## src/rtl/score_frame_collector.sv

```systemverilog
// Score frame collector: gathers ten serial class scores, packs them for the
// argmax stage, launches it, waits for its result and presents the digit.
module score_frame_collector #(
    parameter int unsigned WIDTH         = 40,
    parameter int unsigned SIGNED_SCORES = 1,
    parameter int unsigned TIMEOUT       = 64
) (
    input  logic              clk,
    input  logic              reset,
    input  logic              score_valid,
    output logic              score_ready,
    input  logic [WIDTH-1:0]  score_data,
    input  logic              score_last,
    output logic [10*WIDTH-1:0] nums_out,
    output logic              start_out,
    input  logic              pred_done,
    input  logic [3:0]        pred_digit,
    output logic              digit_valid,
    input  logic              digit_ready,
    output logic [3:0]        digit_out,
    output logic              frame_err
);

    localparam int unsigned TmoW = $clog2(TIMEOUT);

    typedef enum logic [1:0] {StCollect, StLaunch, StWait, StPresent} state_e;

    state_e              state_q, state_d;
    logic [3:0]          count_q, count_d;
    logic [TmoW-1:0]     tmo_q, tmo_d;
    logic [10*WIDTH-1:0] nums_q, nums_d;
    logic [3:0]          digit_q, digit_d;
    logic                err_q, err_d;
    logic [WIDTH-1:0]    beat_val;

    // Offset-binary conversion so the unsigned argmax orders signed scores
    always_comb begin
        beat_val = score_data;
        if (SIGNED_SCORES != 0) begin
            beat_val[WIDTH-1] = ~score_data[WIDTH-1];
        end
    end

    // Next-state and output decode
    always_comb begin
        state_d     = state_q;
        count_d     = count_q;
        tmo_d       = tmo_q;
        nums_d      = nums_q;
        digit_d     = digit_q;
        err_d       = 1'b0;
        score_ready = 1'b0;
        start_out   = 1'b0;
        digit_valid = 1'b0;
        case (state_q)
            StCollect: begin
                score_ready = 1'b1;
                if (score_valid) begin
                    // Digit k lands in slot 9-k; argmax reports 9 minus winning slot
                    for (int s = 0; s < 10; s++) begin
                        if (count_q == 4'(9 - s)) begin
                            nums_d[s*WIDTH +: WIDTH] = beat_val;
                        end
                    end
                    if (count_q == 4'd9) begin
                        count_d = 4'd0;
                        if (score_last) begin
                            state_d = StLaunch;
                        end else begin
                            err_d = 1'b1;
                        end
                    end else if (score_last) begin
                        count_d = 4'd0;
                        err_d   = 1'b1;
                    end else begin
                        count_d = count_q + 4'd1;
                    end
                end
            end
            StLaunch: begin
                start_out = 1'b1;
                tmo_d     = '0;
                state_d   = StWait;
            end
            StWait: begin
                tmo_d = tmo_q + 1'b1;
                if (pred_done) begin
                    digit_d = pred_digit;
                    state_d = StPresent;
                end else if (tmo_q == TmoW'(TIMEOUT - 2)) begin
                    // Counter about to reach TIMEOUT-1: abort so the error
                    // pulse lands TIMEOUT cycles after start_out
                    err_d   = 1'b1;
                    state_d = StCollect;
                end
            end
            StPresent: begin
                digit_valid = 1'b1;
                if (digit_ready) begin
                    state_d = StCollect;
                end
            end
            default: state_d = StCollect;
        endcase
    end

    // State registers with synchronous reset
    always_ff @(posedge clk) begin
        if (reset) begin
            state_q <= StCollect;
            count_q <= 4'd0;
            tmo_q   <= '0;
            nums_q  <= '0;
            digit_q <= 4'd0;
            err_q   <= 1'b0;
        end else begin
            state_q <= state_d;
            count_q <= count_d;
            tmo_q   <= tmo_d;
            nums_q  <= nums_d;
            digit_q <= digit_d;
            err_q   <= err_d;
        end
    end

    assign nums_out  = nums_q;
    assign digit_out = digit_q;
    assign frame_err = err_q;

endmodule

```

## config.mk

```make
export PLATFORM = sky130hd
export DESIGN_NAME = score_frame_collector
export DESIGN_NICKNAME = d
export VERILOG_FILES = /design/src/rtl/score_frame_collector.sv
export SDC_FILE = /design/constraint.sdc
export NUM_CORES = 1
export LEC_CHECK = 0
export CAP_MARGIN = 30
export CORE_ASPECT_RATIO = 1.1
export CORE_MARGIN = 10
export CORE_UTILIZATION = 50
export CTS_CLUSTER_DIAMETER = 60
export DETAILED_ROUTE_END_ITERATION = 10
export HOLD_SLACK_MARGIN = 0.06
export PLACE_DENSITY_LB_ADDON = 0.15
export SYNTH_ARGS = -nofsm -noshare
export SYNTH_HDL_FRONTEND = slang
export SYNTH_SLANG_ARGS = --single-unit
```

## constraint.sdc

```tcl
create_clock -name clk -period 5 [get_ports clk]
set_input_delay 0.5 -clock clk [delete_from_list [all_inputs] [get_ports clk]]
set_output_delay 0.5 -clock clk [all_outputs]
set_load 0.02 [all_outputs]
```

-- Word level (Yosys, flattened, before mapping)
Index checks and enable logic that the tools add are counted.
- input port bits: 50
- register bits: 417
- logic and storage cells: 72
- output and inout bits: 408
- mux-type cells: 20
- eq/ne operators: 18
- bitwise gates (word level): 1
- add/subtract/negate cells: 2
- reductions and logical operators: 16
- operators by type and width (cell ; number):
    $reduce_and 3->1 ; 10
    $eq 4x3->1 const B ; 4
    $mux 2 ; 6
    $pmux 6 s2 ; 1
    $mux 1 ; 9
    $eq 4x2->1 const B ; 2
    $eq 4x4->1 const B ; 2
    $mux 4 ; 2
    $ne 2x2->1 const B ; 4
    $pmux 2 s4 ; 1
    $add 6x1->6 const B ; 1
    $eq 6x6->1 const B ; 1
    $reduce_and 5->1 ; 1
    $add 4x1->4 const B ; 1
    $eq 2x2->1 const B ; 2
    $eq 4x1->1 const B ; 1
    $logic_not 4->1 ; 1
    $reduce_and 2->1 ; 2
    $ne 3x3->1 const B ; 1
    $eq 2x1->1 const B ; 1
    $logic_not 2->1 ; 1
    $pmux 1 s2 ; 1
    $reduce_bool 2->1 ; 1
    $not 1->1 ; 1

-- Longest topological paths before layout
- word-level depth: 4
- gate-level depth with buffers: 9
- depth with buffers taken out: 6

-- Worst setup path after synthesis
Ideal clock, no wire load.
- kind: register -> register
- start: reg state_q[0]
- end: reg nums_q[69], in the netlist nums_out[69]
- data arrival time: 1680 ps
- clock period less this slack: 1812 ps
- cell stages (with the launch flop): 9
- path buffers: 2
- data required time: 4868 ps
- path slack: 3188 ps
- library setup time: 132 ps
- path through: dfxtp_1 inv_1 ha_1 nand2_1 or3_1 buf_2 buf_2 nand2_1 a21oi_1
- word-level cells in the longest chain between the ends: 2
- ends and longest elaborated chain (element ; line ; RTL):
    start, declared ; 28 ; state_e state_q, state_d;
    start signal, assigned ; 110 ; state_q <= StCollect;
    start signal, assigned ; 117 ; state_q <= state_d;
    $logic_not 2->1 ; 55 ; case (state_q)
    $reduce_and 3->1 (no line) ; -- ;
    end signal, assigned ; 120 ; nums_q <= nums_d;
    end, declared ; 31 ; logic [10*WIDTH-1:0] nums_q, nums_d;
No other way between the ends.
A chain may end at the register's enable or synchronous reset.

-- Final worst setup path
- start: reg state_q[1]
- end: reg nums_q[79], in the netlist nums_out[79]
The elaborated chain is that of the path after synthesis.

==> flow_metrics.env <==
export IMPL_status="completed"
export IMPL_cts_max_level=2
export IMPL_hold_start="reset"
export IMPL_syn_area_um2=15000
export IMPL_async_flop_share_pct=0
export IMPL_fin_util_pct=70.0
export IMPL_p_per_area_nw_per_um2=339
export IMPL_antenna_left=0
export IMPL_synth_area_mux_share_pct=0
export IMPL_hold_buffers=0
export IMPL_synth_cells=1900
export IMPL_synth_top_family_by_area="simple AND/OR/NAND/NOR gates"
export IMPL_hold_path_class="input pin to flip-flop"
export IMPL_fmaxAchievable_mhz=380
export IMPL_drv_cap=0
export IMPL_die_height_um=202
export IMPL_synth_xor_area_share_pct=0.234
export IMPL_grt_max_degree=207
export IMPL_power_switching_uw=1620
export IMPL_endpoint_kind="flip-flop"
export IMPL_remaining_drc_errors=0
export IMPL_grt_pass1_wl_mm=80.6
export IMPL_drt_pass1_iter_count=7
export IMPL_worstSetupStartpointType="flip-flop"
export IMPL_critPathArrivalTime_ps=3060
export IMPL_worst_pin_slew_ps=1010
export IMPL_synth_enable_flop_cells=0
export IMPL_p_leak_uw=0.00681
export IMPL_crit_fanout=24
export IMPL_r2r_end="nums_out[79]"
export IMPL_grt_usage_pct=27.6
export IMPL_holdPathEnd="nums_out[38]"
export IMPL_rows=66
export IMPL_insertion_delay_ps=540
export IMPL_core_um2=29600
export IMPL_drt_wl_total_mm=54.0
export IMPL_reg2reg_depth=7
export IMPL_ctsResizeCount=0
export IMPL_ctsRootBufferMaster="clkbuf_16"
export IMPL_final_fill_count=2376
export IMPL_hold_violations=0
export IMPL_cpPeakStageDelay_ps=690
export IMPL_cts_tree="yes"
export IMPL_synth_compound_area_share_pct=14.7
export IMPL_switching_share_pct=23.0
export IMPL_synth_most_common_cell="nand2_1"
export IMPL_antenna_found_initial=0
export IMPL_r2r_start="state_q[1]"
export IMPL_dp_hpwl_mm=36.0
export IMPL_tns_ps=0
export IMPL_die_x_um=185
export IMPL_routedWlPerCell_um=20.5
export IMPL_fin_skew_ps=18.9
export IMPL_cts_buffers_inserted=42
export IMPL_clk_path_buf_depth=3
export IMPL_synth_simple_area_share_pct=22.3
export IMPL_clock_sinks=417
export IMPL_area_growth_pct=38.1
export IMPL_ys_types=37
export IMPL_path_class="flip-flop to flip-flop"
export IMPL_vias=14109
export IMPL_via_per_inst=5.36
export IMPL_post_synth_cell_area_avg_um2=7.89
export IMPL_nets=2290
export IMPL_post_route_min_period_ps=2630
export IMPL_combPwrFrac_pct=6.8
export IMPL_ir_drop_uv=282
export IMPL_synthTopCellsByCount="800 x nand2_1, 417 x dfxtp_1, 402 x a21oi_1, 69 x clkbuf_1"
export IMPL_max_slew_margin_rel_pct=33.0
export IMPL_required_ps=5430
export IMPL_boundaryPins=458
export IMPL_cts_setup_buffers=0
export IMPL_pwr_share_clk_pct=44.9
export IMPL_reg2reg_slack_ps=2370
export IMPL_grt_pass1_vias=13231
export IMPL_yosys_warnings=0
export IMPL_clkTransAtPathRegs_ps=60
export IMPL_synth_area_leaders="dfxtp_1 56%, nand2_1 20%, a21oi_1 13%"
export IMPL_p_seq_share_pct=48.3
export IMPL_ys_ff_latch=417
export IMPL_gr_total_overflow=0
export IMPL_cp_cell_sequence="inv_1 > ha_1 > nand2_1 > nor3_4 > buf_4 > nor2_1 > a211oi_1"
export IMPL_layout_drive_gt1_share_pct=4.34
export IMPL_initial_core_util_pct=50.7
export IMPL_setup_viol=0
export IMPL_p_int_uw=5400
export IMPL_fin_crit_sh_pct=52.6
export IMPL_diodes=0
export IMPL_drt_initial_drc_count=1090
export IMPL_crit_path_top_delay_cell="nor3_4"
export IMPL_maxSlewViolCount=0
export IMPL_die_area_um2=37300
export IMPL_rsz0062_at_grt="no"
export IMPL_ys_flop_type="dfxtp_1"
export IMPL_gp_congestion=0.817
export IMPL_hold_depth=2
export IMPL_synth_adder_area_share_pct=0.835
export IMPL_ys_seq_area_share_pct=55.7
export IMPL_syn_num_nets=1960
export IMPL_yosysTopAreaCell="dfxtp_1"
export IMPL_synth_top_area_share_pct=55.7
export IMPL_port_buffers=457
-- cells in the final DEF, fill, tap and decap left out, types with 2 or more instances in the layout --
cell type,n
nand2_1,792
clkdlybuf4s50_1,456
dfxtp_1,417
a21oi_1,402
clkbuf_16,43
nor2_1,20
clkbuf_1,13
ha_1,10
clkbuf_8,9
nand3_1,8
a211oi_2,8
and2_2,8
nand2_2,8
inv_1,7
nand2b_1,4
o21ai_0,4
clkinv_2,4
buf_16,4
nor4_1,3
nand4_1,3
xor2_1,3
bufinv_16,3
and3b_1,2
a31oi_1,2
a211oi_1,2
nand3b_1,2
buf_4,2
-- per-stage QoR --
stage / hold WS [ps] / total power, uW / cells / worst slack [ps] / cell area, um2
after floorplan: 458 / 3720 / 1900 / 3190 / 15000
after global placement: 441 / 3920 / 2556 / 2160 / 19200
after detailed placement: 446 / 3940 / 2560 / 2130 / 19300
after CTS: 453 / 7050 / 2633 / 2420 / 20700
after global routing: 469 / 7220 / 2633 / 2160 / 20700
final: 447 / 7020 / 2633 / 2370 / 20700
-- layer usage --
layer | part of all wire, % | global-route usage (%) | vias up
met5 | 0 | 0 | -
met4 | 4.9 | 13.1 | 0
met3 | 10 | 10.0 | 131
met2 | 48 | 45.5 | 568
met1 | 37 | 31.0 | 6685
li1 | - | - | 6725
-- power by group through the flow --
stage          sequential [uW]  combinational, uW  clock (uW)
4_1_cts                   3390                477        3180
5_1_grt                   3390                507        3320
3_5_place_dp              3460                475           0
6_report                  3390                478        3150
2_1_floorplan             3510                206           0
3_3_place_gp              3460                457           0
-- state kept, by name, indices dropped and copies added (netlist names) --
name       flops
tmo_q          6
count_q        4
frame_err      1
state_q        2
digit_out      4
nums_out     400
-- kinds of logic after synthesis --
family | count (synthesis)
AOI/OAI and AO/OA | 424
and+or+nand+nor | 860
buffers and inverters | 185
xor gates and xnor gates | 4
DFF | 417
adders and majority gates | 10
-- how the worst max path moves through the flow --
stage / from / end / slack, ps / cells after the start
after detailed placement: score_valid / nums_out[79] / 2130 / 6
after CTS: state_q[1] / nums_out[79] / 2420 / 7
after global placement: score_valid / nums_out[79] / 2160 / 6
final: state_q[1] / nums_out[79] / 2370 / 7
after global routing: state_q[1] / nums_out[48] / 2160 / 7
after floorplan: state_q[0] / nums_out[69] / 3190 / 8
-- worst max-delay path: cells and delay by family, from the launching register on --
| kind | cells | cell delay, ps |
|---|---|---|
| flops | 1 | 350 |
| compound gates | 1 | 200 |
| buf+inv | 2 | 490 |
| simple gates | 3 | 1120 |
| fa+ha+maj | 1 | 350 |
-- cell type report --
class | instances | area [um2] | area share [%]
multi-input cells | 1298 | 5760 | 27.8
well taps | 374 | 468 | 2.26
repair buffers | 464 | 4720 | 22.8
inverters | 7 | 26.3 | 0.127
flip-flops and latches | 417 | 8350 | 40.3
clock buffers | 65 | 1250 | 6.03
clock inverters | 8 | 119 | 0.574
No activity file was read; power rests on OpenSTA's default activity.
